$ cat src/rtl/inst_cache.sv
// Direct-mapped, read-only instruction cache: one fetch at a time from the core,
// refilling a 32-byte line from memory as a 4-beat 64-bit burst on a miss.
module inst_cache #(
   parameter int S_INDEX = 3
) (
   input  logic        clk,
   input  logic        rst,
   input  logic        inst_read,
   input  logic [31:0] inst_addr,
   output logic [31:0] inst_rdata,
   output logic        inst_resp,
   output logic [31:0] pmem_address,
   output logic        pmem_read,
   input  logic [63:0] pmem_rdata,
   input  logic        pmem_resp,
   output logic [1:0]  dbg_state
);

   localparam int S_OFFSET = 5;
   localparam int S_TAG    = 32 - S_INDEX - S_OFFSET;
   localparam int SETS     = 1 << S_INDEX;

   typedef enum logic [1:0] {IDLE, CHECK, FILL, RESP} state_t;

   // Handshake: the core raises inst_read and holds it until the single-cycle
   // inst_resp pulse; the address is captured only on the IDLE accept edge.
   state_t            state_q, state_d;
   logic [31:2]       req_addr_q, req_addr_d;
   logic [1:0]        beat_q, beat_d;
   logic [SETS-1:0]   valid_q;
   logic [S_TAG-1:0]  tag_q [SETS];
   logic [255:0]      data_q [SETS];

   logic [S_INDEX-1:0] idx;
   logic [S_TAG-1:0]   req_tag;
   logic [2:0]         word_sel;
   logic               hit;
   logic [31:0]        line_word;
   logic               fill_we;
   logic               fill_last;
   logic               unused_addr_bits;

   assign unused_addr_bits = ^inst_addr[1:0];

   assign idx       = req_addr_q[S_INDEX+4:5];
   assign req_tag   = req_addr_q[31:S_INDEX+5];
   assign word_sel  = req_addr_q[4:2];
   assign hit       = valid_q[idx] && (tag_q[idx] == req_tag);
   assign line_word = data_q[idx][32*word_sel +: 32];
   assign dbg_state = state_q;

   always_comb begin
      state_d      = state_q;
      req_addr_d   = req_addr_q;
      beat_d       = beat_q;
      inst_resp    = 1'b0;
      inst_rdata   = 32'h0;
      pmem_read    = 1'b0;
      pmem_address = 32'h0;
      fill_we      = 1'b0;
      fill_last    = 1'b0;
      case (state_q)
         IDLE: begin
            if (inst_read) begin
               req_addr_d = inst_addr[31:2];
               state_d    = CHECK;
            end
         end
         CHECK: begin
            if (hit) begin
               inst_resp  = 1'b1;
               inst_rdata = line_word;
               state_d    = IDLE;
            end else begin
               beat_d  = 2'd0;
               state_d = FILL;
            end
         end
         FILL: begin
            pmem_read    = 1'b1;
            pmem_address = {req_addr_q[31:5], 5'b0};
            if (pmem_resp) begin
               fill_we = 1'b1;
               beat_d  = beat_q + 2'd1;
               if (beat_q == 2'd3) begin
                  fill_last = 1'b1;
                  state_d   = RESP;
               end
            end
         end
         RESP: begin
            inst_resp  = 1'b1;
            inst_rdata = line_word;
            state_d    = IDLE;
         end
         default: state_d = IDLE;
      endcase
      // Reset is synchronous, so quiet the outputs and array writes while it is asserted.
      if (!rst) begin
         inst_resp    = 1'b0;
         inst_rdata   = 32'h0;
         pmem_read    = 1'b0;
         pmem_address = 32'h0;
         fill_we      = 1'b0;
         fill_last    = 1'b0;
      end
   end

   always_ff @(posedge clk) begin
      if (!rst) begin
         state_q    <= IDLE;
         req_addr_q <= '0;
         beat_q     <= 2'd0;
         valid_q    <= '0;
      end else begin
         state_q    <= state_d;
         req_addr_q <= req_addr_d;
         beat_q     <= beat_d;
         if (fill_last) valid_q[idx] <= 1'b1;
      end
   end

   always_ff @(posedge clk) begin
      if (fill_we) data_q[idx][64*beat_q +: 64] <= pmem_rdata;
      if (fill_last) tag_q[idx] <= req_tag;
   end

endmodule

$ cat config.mk
export PLATFORM = sky130hd
export DESIGN_NAME = inst_cache
export DESIGN_NICKNAME = d
export VERILOG_FILES = /design/src/rtl/inst_cache.sv
export SDC_FILE = /design/constraint.sdc
export NUM_CORES = 2
export LEC_CHECK = 0
export CAP_MARGIN = 20
export CORE_MARGIN = 4
export CORE_UTILIZATION = 30
export CTS_CLUSTER_SIZE = 16
export DETAILED_ROUTE_END_ITERATION = 10
export PLACE_DENSITY_LB_ADDON = 0.3
export SLEW_MARGIN = 20
export SYNTH_ARGS = -nofsm -noshare
export SYNTH_HDL_FRONTEND = slang
export SYNTH_SLANG_ARGS = --single-unit
$ cat constraint.sdc
create_clock -name clk -period 14.8 [get_ports clk]
set_input_delay 3.7 -clock clk [delete_from_list [all_inputs] [get_ports clk]]
set_output_delay 3.7 -clock clk [all_outputs]
set_load 0.01 [all_outputs]
== Word level (Yosys, flattened, before mapping) ==
Memory sizes are Yosys's and may differ from the RTL's. A register that Yosys moved wholly into a read port is not among the register bits.
Cells that the tools add are included.

* Add/sub/neg operators: 2
* Bitwise operators: 1
* Mux-type cells: 37
* Equal/unequal tests: 9
* Shift-type cells: 3
* Magnitude comparators: 2
* Reduce and logical (&&, ||, !) cells: 7

{| class="wikitable"
|+ Operators by type and width
! kind !! number
|-
| 256-bit 2-to-1 mux || 1
|-
| 64-bit by 34-bit variable shift with 256-bit output, first input constant || 1
|-
| 256-bit by 9-bit indexed part select with 32-bit output || 1
|-
| 64-bit by 34-bit indexed part select with 256-bit output || 1
|-
| 32-bit 2-to-1 mux || 4
|-
| 32-bit one-hot mux with 2 select lines || 1
|-
| 8-bit negation with 34-bit output || 1
|-
| 24-bit equality test || 1
|-
| 1-bit 2-to-1 mux || 16
|-
| 2-bit 2-to-1 mux || 6
|-
| 3-bit 2-to-1 mux || 4
|-
| 2-bit inequality test, second input constant || 4
|-
| 8-bit bitwise OR || 1
|-
| 2-bit one-hot mux with 4 select lines || 1
|-
| 2-bit equality test, second input constant || 3
|-
| 3-bit AND reduction || 2
|-
| 3-bit by 4-bit less-than comparator with 1-bit output, second input constant || 1
|-
| 2-bit one-hot mux with 2 select lines || 1
|-
| 1-bit binary-select mux with 3-bit select || 1
|-
| 1-bit demux with 3-bit select || 1
|-
| 3-bit by 1-bit >= comparator with 1-bit output, second input constant || 1
|-
| 2-bit by 1-bit adder with 2-bit output, second input constant || 1
|-
| 2-bit by 1-bit equality test with 1-bit output, second input constant || 1
|-
| 1-bit logical AND || 2
|-
| 4 further kinds || 4
|}

* Logic and storage cells: 67
* Memories kept: 2
* Output and inout port bits: 68
* Input bits: 100
* Register bits after elaboration: 42
* Bits in writable memories: 2,240

{| class="wikitable"
|+ Memory list
! memory !! depth !! width !! read ports !! clocked after Yosys merged registers in !! write ports !! RTL line !! text
|-
| data_q || 8 || 256 || 1 || 1 || 1 || 32 || <nowiki>logic [255:0] data_q [SETS];</nowiki>
|-
| tag_q || 8 || 24 || 1 || 1 || 1 || 31 || <nowiki>logic [S_TAG-1:0] tag_q [SETS];</nowiki>
|}

== Depth between registers and ports, before layout ==
* Depth in word-level cells: 7
* Mapped depth: 14
* Gate-level depth less buffers: 9

== Worst setup path after synthesis ==
No wires, ideal clock.

* Path kind: input port to output port
* Start: in rst
* End: out pmem_address[14]
* Arrival time: 4,560 ps
* Setup slack: 6,540 ps
* Path buffers: 1
* Cell stages on the path: 4
* Cells stage by stage: clkinv_1 > nor2_1 > clkbuf_1 > and2_1

* Longest elaborated chain between the ends: 1

{| class="wikitable"
|+ Ends and longest elaborated chain
! element !! RTL line !! text
|-
| start, declared || 7 || <nowiki>input logic rst,</nowiki>
|-
| 32-bit 2-to-1 mux || 99 || <nowiki>if (!rst) begin</nowiki>
|-
| end, declared || 12 || <nowiki>output logic [31:0] pmem_address,</nowiki>
|}

Every way passes these cells.

==> flow_metrics.env <==
export IMPL_critPathArrivalTime_ns=6.50
export IMPL_cellLeakagePower_nw=32.47
export IMPL_final_cell_mix="2240 x edfxtp_1, 678 x mux4_2, 301 x and2_1, 238 x clkbuf_16, 160 x clkdlybuf4s50_1"
export IMPL_syn_instance_count=3889
export IMPL_gp_congestion=0.7071
export IMPL_ctsResizeCount=0
export IMPL_dpl_hpwl_um=124400
export IMPL_fin_skew_ns=0.06987
export IMPL_ys_ff_latch=2285
export IMPL_cts_root_buf="clkbuf_16"
export IMPL_reg2regPathDepth=5
export IMPL_antenna_found_initial=28
export IMPL_crit_type="flop to output pin"
export IMPL_critPathMaxFanout=63
export IMPL_finish_net_count=4286
export IMPL_start_kind="flop"
export IMPL_setup_viol=0
export IMPL_io_buffers=160
export IMPL_status="finished, final reports clean"
export IMPL_grt_pass1_wl_um=326100
export IMPL_met3_usage_pct=2.739
export IMPL_overflow=0
export IMPL_drt_iter0_drc=4021
export IMPL_yosysWarnings=0
export IMPL_end_kind="output pin"
export IMPL_cts_tree="done"
export IMPL_post_cts_buffers=0
export IMPL_ys_seq_area_share_pct=76.54
export IMPL_grt_met2_usage_pct=24.58
export IMPL_hold_viol=0
export IMPL_final_common_cell="edfxtp_1"
export IMPL_syn_avg_cell_area_sq_um=22.90
export IMPL_yosysUniqueCellTypes=49
export IMPL_die_x_um=552.8
export IMPL_vias=41350
export IMPL_synthToLayoutAreaGrowth_pct=15.60
export IMPL_num_fill_cells=27260
export IMPL_fin_util_pct=34.92
export IMPL_post_drt_wl_per_cell_um=27.72
export IMPL_postRouteAntennaNets=0
export IMPL_grt_use_met1_pct=19.76
export IMPL_tns_ns=0
export IMPL_first_pass_iters=5
export IMPL_remaining_drc_errors=0
export IMPL_grt_max_degree=146
export IMPL_postCtsHoldBufs=0
export IMPL_path_clk_slew_ns=0.06
export IMPL_cts_sinks=2285
export IMPL_io_pins=168
export IMPL_powerDensity_mw_per_mm2=128.4
export IMPL_core_area_sq_mm=0.2948
export IMPL_num_rows=199
export IMPL_placedInstanceArea_sq_mm=0.09579
export IMPL_top_usage_layer="met2"
export IMPL_drv_slew=0
export IMPL_relSlewSlack_pct=21.80
export IMPL_rsz0062_at_grt="false"
export IMPL_max_cap_violations=0
export IMPL_worstPathRequired_ns=11.10
export IMPL_r2r_end="data_q[2][98]"
export IMPL_grt_pass1_vias=43610
export IMPL_cts_max_level=4
export IMPL_async_reset_ff_share_pct=0
export IMPL_insertion_delay_ns=0.92
export IMPL_ir_drop_uv=113.2
export IMPL_die_y_um=552.8
export IMPL_synth_edff_count=2240
export IMPL_cts_buffer_depth=4
export IMPL_stdcell_area_sq_mm=0.1029
export IMPL_multiInputGateArea_sq_mm=0.02018
export IMPL_worst_pin_slew_ns=1.173
export IMPL_start_util_pct=30.21
export IMPL_synthFlopType="edfxtp_1"
export IMPL_track_usage_pct=14.75
export IMPL_period_share_pct=68.95
export IMPL_max_freq_mhz=98.00
export IMPL_period_needed_ns=10.20
export IMPL_seqCellArea_sq_mm=0.06819
export IMPL_hold_class="flop to flop"
export IMPL_dieArea_sq_mm=0.3056
export IMPL_crit_path_end="inst_rdata[25]"
export IMPL_vias_per_cell=4.988
export IMPL_layout_drive_gt1_share_pct=26.73
export IMPL_rrSetupSlack_ns=10.24
export IMPL_numCtsBuffers=235
export IMPL_wl_um=229800
export IMPL_synth_area_sq_mm=0.08906
==> Yosys cell counts (all sizes together), types with 3 or more instances <==
master | instances | share of area (%)
nand3b | 3 | 0.025
nor2b | 21 | 0.15
ha | 6 | 0.084
dfxtp | 45 | 1.0
nor2 | 63 | 0.27
clkbuf | 93 | 0.39
buf | 127 | 0.73
mux4 | 683 | 17
nand3 | 8 | 0.045
xor2 | 6 | 0.059
mux2i | 64 | 0.72
a22oi | 14 | 0.12
xnor2 | 10 | 0.098
nand2 | 71 | 0.30
mux2 | 7 | 0.089
and2 | 301 | 2.1
inv | 4 | 0.017
a21oi | 37 | 0.21
and3 | 7 | 0.049
o22ai | 3 | 0.021
nor3 | 5 | 0.028
edfxtp | 2240 | 76
nand2b | 6 | 0.042
nor3b | 3 | 0.025
a211oi | 36 | 0.36
==> metrics by stage <==
step | hold slack [ns] | setup WS (ns) | power [mW] | cells
3_3_place_gp | 0.4595 | 4.367 | 7.848 | 7858
5_1_grt | 0.5132 | 4.240 | 13.66 | 8279
3_5_place_dp | 0.4688 | 4.661 | 7.853 | 7860
4_1_cts | 0.4835 | 4.403 | 13.37 | 8275
6_report | 0.4784 | 4.596 | 13.22 | 8289
2_1_floorplan | 0.4346 | 6.540 | 7.618 | 3893
==> state kept, by name, indices dropped and copies added, names as in the netlist, named ones only <==
register	count
beat_q	2
data_q	2048
tag_q	192
dbg_state	1
req_addr_q	30
valid_q	8
==> worst max-delay path, cell delays in order, from the launching register on <==
cell             delay (ns)
dfxtp_4                0.92
buf_4                  0.85
buf_4                  0.86
buf_4                  0.84
mux4_2                 0.42
mux4_2                 0.48
mux2i_1                0.30
a211oi_2               0.15
clkdlybuf4s50_1        0.59
==> cell type report <==
cell class | instances | area share (%)
flip-flops and latches | 2285 | 66.24
multi-input cells | 1382 | 19.61
clock buffers | 301 | 6.035
well taps | 3919 | 4.763
repair buffers | 270 | 2.475
clock inverters | 114 | 0.8301
diodes | 12 | 0.02917
inverters | 6 | 0.02309
==> cells by family (layout without fill, tap and decap cells) <==
group / count (synthesis) / count (layout) / synth area share [%]
other cells: 1 / 17 / 0.004211
simple gates: 496 / 496 / 3.112
xor+xnor: 16 / 16 / 0.1574
flops: 2285 / 2285 / 76.54
fa+ha+maj: 6 / 6 / 0.08430
buf+inv: 226 / 691 / 1.146
mux: 754 / 754 / 18.10
compound gates: 105 / 105 / 0.8514
==> how the worst min path moves through the flow <==
stage               startpoint         end  slack [ns]  cells after the start
global route        valid_q[1]  valid_q[1]        0.51                      2
finish              valid_q[1]  valid_q[1]        0.48                      2
detailed placement  valid_q[0]  valid_q[0]        0.47                      2
CTS                 valid_q[0]  valid_q[0]        0.48                      2
global placement    valid_q[6]  valid_q[6]        0.46                      2
floorplan           valid_q[6]  valid_q[6]        0.43                      2
==> per-layer routing <==
metal,vias to the layer above,part of all wire [%]
li1,16950,-
met1,22810,41
met2,1221,49
met3,343,6.5
met4,14,2.8
met5,-,0.035
==> report_power, final <==
group	leakage (nW)	switching, mW	internal [mW]	total (mW)
Combinational	6.84	0.328	0.266	0.594
Clock	3.45	2.40	3.12	5.52
Sequential	22.2	0.0402	7.06	7.10
Total	32.5	2.77	10.4	13.2
(Power assumes the default switching activity.)
